===== config.mk =====
export PLATFORM = sky130hd
export DESIGN_NAME = symbol_mapper_flat
export DESIGN_NICKNAME = d
export VERILOG_FILES = /design/src/rtl/symbol_mapper_if.sv /design/src/rtl/symbol_mapper.sv /design/src/flat_wrapper.sv
export SDC_FILE = /design/constraint.sdc
export NUM_CORES = 1
export LEC_CHECK = 0
export ABC_AREA = 0
export CAP_MARGIN = 10
export CORE_MARGIN = 2
export CORE_UTILIZATION = 53
export DETAILED_ROUTE_END_ITERATION = 10
export GPL_ROUTABILITY_DRIVEN = 1
export PLACE_DENSITY_LB_ADDON = 0.2
export SETUP_SLACK_MARGIN = 0.02
export SLEW_MARGIN = 20
export SYNTH_ARGS = -nofsm -noshare
export SYNTH_HDL_FRONTEND = slang
export SYNTH_SLANG_ARGS = --single-unit

===== constraint.sdc =====
create_clock -name clk -period 3.2 [get_ports clk]
set_input_delay 0.32 -clock clk [delete_from_list [all_inputs] [get_ports clk]]
set_output_delay 0.32 -clock clk [all_outputs]
set_load 0.005 [all_outputs]

===== src/rtl/symbol_mapper_if.sv =====
// Byte/symbol bus between the packer side and the symbol mapper.
// The master drives bytes, mode and symbol strobes; the slave returns I/Q and status flags.
interface symbol_mapper_if;
  logic              start;
  logic [1:0]        mode;
  logic [7:0]        data_in;
  logic              data_en;
  logic              sym_tick;
  logic signed [3:0] i_out;
  logic signed [3:0] q_out;
  logic              sym_valid;
  logic              overflow;
  logic              underrun;
  logic              fifo_empty;

  modport master (
    output start, mode, data_in, data_en, sym_tick,
    input  i_out, q_out, sym_valid, overflow, underrun, fifo_empty
  );

  modport slave (
    input  start, mode, data_in, data_en, sym_tick,
    output i_out, q_out, sym_valid, overflow, underrun, fifo_empty
  );
endinterface


===== src/rtl/symbol_mapper.sv =====
// Buffers packed bytes in a small FIFO and emits one Gray-mapped signed I/Q
// symbol (BPSK/QPSK/16QAM) per sym_tick, flagging overflow and underrun.
module symbol_mapper #(
  parameter int DEPTH = 8,
  parameter int AW    = 3
) (
  input  logic            clk,
  input  logic            reset_n,
  symbol_mapper_if.slave  bus
);

  typedef enum logic {IDLE, SEND} state_t;

  state_t            state_q, state_d;
  logic [7:0]        mem [DEPTH];
  logic [AW-1:0]     wr_ptr_q, wr_ptr_d;
  logic [AW-1:0]     rd_ptr_q, rd_ptr_d;
  logic [AW:0]       count_q, count_d;
  logic [7:0]        shift_q, shift_d;
  logic [3:0]        bits_left_q, bits_left_d;
  logic [1:0]        mode_q, mode_d;
  logic signed [3:0] i_q, i_d;
  logic signed [3:0] q_q, q_d;
  logic              sym_valid_q, sym_valid_d;
  logic              overflow_q, overflow_d;
  logic              underrun_q, underrun_d;

  logic              full, empty, tick_send, byte_done, push, pop;
  logic [3:0]        k;

  function automatic logic signed [3:0] map_bit(input logic b);
    return b ? -4'sd3 : 4'sd3;
  endfunction

  function automatic logic signed [3:0] map_gray(input logic [1:0] g);
    case (g)
      2'b00:   return -4'sd3;
      2'b01:   return -4'sd1;
      2'b11:   return 4'sd1;
      default: return 4'sd3;
    endcase
  endfunction

  function automatic logic [3:0] bits_per_sym(input logic [1:0] m);
    case (m)
      2'b00:   return 4'd1;
      2'b10:   return 4'd4;
      default: return 4'd2;
    endcase
  endfunction

  always_comb begin
    full      = (count_q == (AW+1)'(DEPTH));
    empty     = (count_q == '0);
    k         = bits_per_sym(mode_q);
    tick_send = bus.start && bus.sym_tick && (state_q == SEND);
    // Mode is fixed per byte, so bits_left is always a multiple of k.
    byte_done = tick_send && (bits_left_q == k);
    pop       = bus.start && !empty && ((state_q == IDLE) || byte_done);
    push      = bus.start && bus.data_en && (!full || pop);
  end

  always_comb begin
    state_d     = state_q;
    wr_ptr_d    = wr_ptr_q;
    rd_ptr_d    = rd_ptr_q;
    count_d     = count_q;
    shift_d     = shift_q;
    bits_left_d = bits_left_q;
    mode_d      = mode_q;
    i_d         = i_q;
    q_d         = q_q;
    sym_valid_d = 1'b0;
    overflow_d  = overflow_q;
    underrun_d  = 1'b0;

    if (!bus.start) begin
      state_d     = IDLE;
      wr_ptr_d    = '0;
      rd_ptr_d    = '0;
      count_d     = '0;
      shift_d     = '0;
      bits_left_d = '0;
      mode_d      = '0;
      i_d         = '0;
      q_d         = '0;
      overflow_d  = 1'b0;
    end else begin
      if (push) wr_ptr_d = wr_ptr_q + AW'(1);
      if (pop)  rd_ptr_d = rd_ptr_q + AW'(1);
      case ({push, pop})
        2'b10:   count_d = count_q + (AW+1)'(1);
        2'b01:   count_d = count_q - (AW+1)'(1);
        default: count_d = count_q;
      endcase
      if (bus.data_en && full && !pop) overflow_d = 1'b1;

      // A tick during IDLE (including the load cycle) has no bits to send.
      if (bus.sym_tick && (state_q == IDLE)) begin
        underrun_d = 1'b1;
        i_d        = '0;
        q_d        = '0;
      end

      if (tick_send) begin
        sym_valid_d = 1'b1;
        case (mode_q)
          2'b00: begin
            i_d = map_bit(shift_q[7]);
            q_d = '0;
          end
          2'b10: begin
            i_d = map_gray(shift_q[7:6]);
            q_d = map_gray(shift_q[5:4]);
          end
          default: begin
            i_d = map_bit(shift_q[7]);
            q_d = map_bit(shift_q[6]);
          end
        endcase
        shift_d     = shift_q << k;
        bits_left_d = bits_left_q - k;
      end

      if (pop) begin
        shift_d     = mem[rd_ptr_q];
        mode_d      = (bus.mode == 2'b11) ? 2'b01 : bus.mode;
        bits_left_d = 4'd8;
        state_d     = SEND;
      end else if (byte_done) begin
        state_d = IDLE;
      end
    end
  end

  always_ff @(posedge clk) begin
    if (push) mem[wr_ptr_q] <= bus.data_in;
  end

  always_ff @(posedge clk or negedge reset_n) begin
    if (!reset_n) begin
      state_q     <= IDLE;
      wr_ptr_q    <= '0;
      rd_ptr_q    <= '0;
      count_q     <= '0;
      shift_q     <= '0;
      bits_left_q <= '0;
      mode_q      <= '0;
      i_q         <= '0;
      q_q         <= '0;
      sym_valid_q <= 1'b0;
      overflow_q  <= 1'b0;
      underrun_q  <= 1'b0;
    end else begin
      state_q     <= state_d;
      wr_ptr_q    <= wr_ptr_d;
      rd_ptr_q    <= rd_ptr_d;
      count_q     <= count_d;
      shift_q     <= shift_d;
      bits_left_q <= bits_left_d;
      mode_q      <= mode_d;
      i_q         <= i_d;
      q_q         <= q_d;
      sym_valid_q <= sym_valid_d;
      overflow_q  <= overflow_d;
      underrun_q  <= underrun_d;
    end
  end

  assign bus.i_out      = i_q;
  assign bus.q_out      = q_q;
  assign bus.sym_valid  = sym_valid_q;
  assign bus.overflow   = overflow_q;
  assign bus.underrun   = underrun_q;
  assign bus.fifo_empty = empty;

endmodule


===== src/flat_wrapper.sv =====
// flat-port wrapper written by rule: the top's interface ports become plain ports
module symbol_mapper_flat 
#(
  parameter int DEPTH = 8,
  parameter int AW    = 3
)
  (clk, reset_n, bus_start, bus_mode, bus_data_in, bus_data_en, bus_sym_tick, bus_i_out, bus_q_out, bus_sym_valid, bus_overflow, bus_underrun, bus_fifo_empty);
  symbol_mapper_if bus_i ();
  input  logic clk;
  input  logic reset_n;
  input wire logic [$bits(bus_i.start)-1:0] bus_start;
  input wire logic [$bits(bus_i.mode)-1:0] bus_mode;
  input wire logic [$bits(bus_i.data_in)-1:0] bus_data_in;
  input wire logic [$bits(bus_i.data_en)-1:0] bus_data_en;
  input wire logic [$bits(bus_i.sym_tick)-1:0] bus_sym_tick;
  output wire logic [$bits(bus_i.i_out)-1:0] bus_i_out;
  output wire logic [$bits(bus_i.q_out)-1:0] bus_q_out;
  output wire logic [$bits(bus_i.sym_valid)-1:0] bus_sym_valid;
  output wire logic [$bits(bus_i.overflow)-1:0] bus_overflow;
  output wire logic [$bits(bus_i.underrun)-1:0] bus_underrun;
  output wire logic [$bits(bus_i.fifo_empty)-1:0] bus_fifo_empty;
  assign bus_i.start = bus_start;
  assign bus_i.mode = bus_mode;
  assign bus_i.data_in = bus_data_in;
  assign bus_i.data_en = bus_data_en;
  assign bus_i.sym_tick = bus_sym_tick;
  assign bus_i_out = bus_i.i_out;
  assign bus_q_out = bus_i.q_out;
  assign bus_sym_valid = bus_i.sym_valid;
  assign bus_overflow = bus_i.overflow;
  assign bus_underrun = bus_i.underrun;
  assign bus_fifo_empty = bus_i.fifo_empty;
  symbol_mapper #(.DEPTH(DEPTH), .AW(AW)) u_core (.clk(clk), .reset_n(reset_n), .bus(bus_i));
endmodule

==> impl_metrics.toml <==
[grt]
grt_pass1_wl_mm = 14.2
met2_usage_pct = 33.1
grt_max_degree = 35
met3_usage_pct = 3.45
grt_pass1_vias = 2746
antenna_found_initial = 0
grt_use_total_pct = 19.5
grt.overflow.total = 0
globalRouteMet1Util_pct = 25.3
grt_busiest_layer = "met2"

[die]
ioPinCount = 27
die_w_um = 97.3
fp-row-count = 34
die_y_um = 97.3
fp.dieArea_um2 = 9470
start_util_pct = 53.7
core_um2 = 8590

[route]
drtPass1Iterations = 4
drt_wl_total_mm = 8.62
wl_per_cell_um = 18.1
ant_nets = 0
viasPerCell = 5.69
drt-initial-drc-count = 76
drc = 0
vias = 2715

[synthesis]
synth-edff-count = 64
synth-seq-cells = 98
netlist_area_um2 = 4610
syn_inst = 320
ys_types = 59
synth_flop_cell = "edfxtp_1"
syn_nets = 350
synth_area_per_cell_um2 = 14.4
ys_warn_count = 0
synthArstFlopShare_pct = 34.7
yosysSeqAreaShare_pct = 60.1

[sta]
fmax_mhz = 339
min_period_ps = 2950
fin_worst_skew_ps = 12.8
fin_tns_setup_ps = 0
slew_violations = 0
setup_violations = 0
grt_setup_unrepaired = "false"
relSlewSlack_pct = 46.3
finalHoldViolCount = 0
post-route-period-util_pct = 92.1
fin_ws_ps = 254
worst_slew_pin_slew_ps = 806
fin_hold_ws_ps = 349

[run]
cap_viol_max_count = 0

[power_and_ir_drop]
power_switching_mw = 1.36
vdd_ir_drop_max_mv = 0.332
p_per_area_nw_per_um2 = 726
combPwrFrac_pct = 36.2
total_power_mw = 3.84
power_frac_seq_pct = 43.0
cellLeakagePower_nw = 1.97
switching_share_pct = 35.5
p_int_mw = 2.47
pwr-share-clk_pct = 20.8

[clock_network]
cts_buffers = 9
ctsHtreeMaxLevel = 3
cts_root_buf = "clkbuf_8"
postCtsSetupRepairBufs = 0
cts_tree = "yes"
cts_buffer_depth = 2
clk_pin_slew_ps = 110
clock_latency_ps = 370
numClockSinks = 98

[finish]
nets = 394
layout-drive-gt1-share_pct = 20.1
syn_to_final_growth_pct = 14.5
fin_util_pct = 61.5
n_antenna_cell = 0
post-route-cell-area_um2 = 5280
layout_common_cells = "64 x edfxtp_1, 34 x dfrtp_1, 26 x nand2_1, 26 x clkdlybuf4s50_1, 24 x buf_4"
final_common_cell = "edfxtp_1"
instances_no_fill = 477

[setup_path]
critPathKind = "flip-flop to flip-flop"
r2r_end = "u_core.count_q[3]"
path_max_fanout = 4
cp-end-kind = "flip-flop"
cp.arrival_ps = 3190
r2r_slack_ps = 250
startpoint_type = "flip-flop"
r2r-start = "u_core.mode_q[0]"
r2r_cells = 10
startpoint = "u_core.mode_q[0]"
crit_end = "u_core.count_q[3]"
worstPathRequired_ps = 3450

[place]
dp.cells = 461
dp_hpwl_mm = 5.84
port_buffers = 26
placed_area_um2 = 5080
finalWeightedCongestion = 0.861
pre_cts_ws_ps = 156

[outcome]
status = "finished, final reports clean"

[min_path]
hp-class = "input pin to async pin"
-- worst min path at each step --
stage	to	slack, ps	start	cells after the start
5_1_grt	u_core.count_q[1]	380	reset_n	2
4_1_cts	u_core.count_q[2]	360	reset_n	2
3_3_place_gp	u_core.bus.i_out[1]	470	u_core.bus.i_out[1]	2
2_1_floorplan	u_core.bits_left_q[0]	20	reset_n	0
6_report	u_core.count_q[2]	350	reset_n	2
3_5_place_dp	u_core.bus.i_out[1]	480	u_core.bus.i_out[1]	2
-- per-layer routing --
metal	wire [um]	part of all wire, %
met1	3750	43
met2	4350	51
met3	352	4.1
met4	162	1.9
met5	0	0
-- registers in the layout (all words and copies together) (netlist names) --
name                  cells
u_core.bits_left_q        4
u_core.bus.i_out          3
u_core.bus.underrun       1
u_core.bus.overflow       1
u_core.count_q            4
u_core.mem               64
u_core.state_q            1
u_core.wr_ptr_q           3
u_core.bus.sym_valid      1
u_core.rd_ptr_q           3
u_core.mode_q             2
u_core.shift_q            8
u_core.bus.q_out          3
-- kinds of logic (layout without fill, tap and decap cells) --
kind of cell / count (synthesis) / in the layout / share of synthesized area [%]
xor+xnor: 3 / 3 / 0.570
flops: 98 / 98 / 60.1
simple gates: 77 / 77 / 8.46
buf+inv: 29 / 78 / 3.28
fa+ha+maj: 15 / 15 / 4.39
mux: 35 / 35 / 12.0
compound gates: 63 / 63 / 11.3
-- cell usage after synthesis, types with 2 or more instances --
| cell | number | share of area (%) |
|---|---|---|
| mux2i_1 | 18 | 3.9 |
| o21ai_0 | 12 | 1.3 |
| xnor2_1 | 2 | 0.38 |
| nor2b_1 | 2 | 0.27 |
| nor2_1 | 23 | 1.9 |
| a221oi_2 | 6 | 2.0 |
| buf_2 | 3 | 0.33 |
| nand2_1 | 26 | 2.1 |
| nand2b_1 | 4 | 0.54 |
| buf_6 | 3 | 0.73 |
| ha_1 | 13 | 3.5 |
| nand3_1 | 3 | 0.33 |
| a211oi_1 | 2 | 0.33 |
| a22o_1 | 3 | 0.57 |
| and3_1 | 2 | 0.27 |
| clkbuf_1 | 5 | 0.41 |
| mux4_2 | 16 | 7.8 |
| nand3b_1 | 3 | 0.49 |
| edfxtp_1 | 64 | 42 |
| inv_1 | 11 | 0.89 |
| buf_4 | 4 | 0.65 |
| and2_1 | 2 | 0.27 |
| dfrtp_1 | 34 | 18 |
| nor3_1 | 5 | 0.54 |
| a21oi_1 | 18 | 2.0 |
| o2111ai_1 | 2 | 0.38 |
| fa_1 | 2 | 0.87 |
-- repair_timing --
action / in CTS / in global routing
gates resized for setup: 0 / 1
endpoints found under the setup margin: 0 / 1
hold buffers: 0 / 0
-- critical path, stage by stage, from the launching register on --
cell,delay (ps)
dfrtp_1,420
nand2b_1,170
ha_1,370
a21boi_2,120
a2111oi_4,340
nor2b_2,290
ha_1,320
a21oi_1,290
a21oi_1,110
a221oi_1,290
nand4_1,110
-- power groups by stage --
stage	clock network [mW]	logic, mW	registers [mW]
2_1_floorplan	0	1.07	1.62
3_3_place_gp	0	1.37	1.67
3_5_place_dp	0	1.39	1.68
4_1_cts	0.818	1.40	1.65
5_1_grt	0.870	1.53	1.67
6_report	0.799	1.39	1.65
-- final cells by class --
class                   instances  area [um^2]
fillers                       680         3310
flip-flops and latches         98         2770
multi-input cells             193         1690
repair buffers                 50          440
well taps                     108          135
clock buffers                   9          124
clock inverters                 7         71.3
inverters                      12         45.0
No activity file was read; power rests on OpenSTA's default activity.
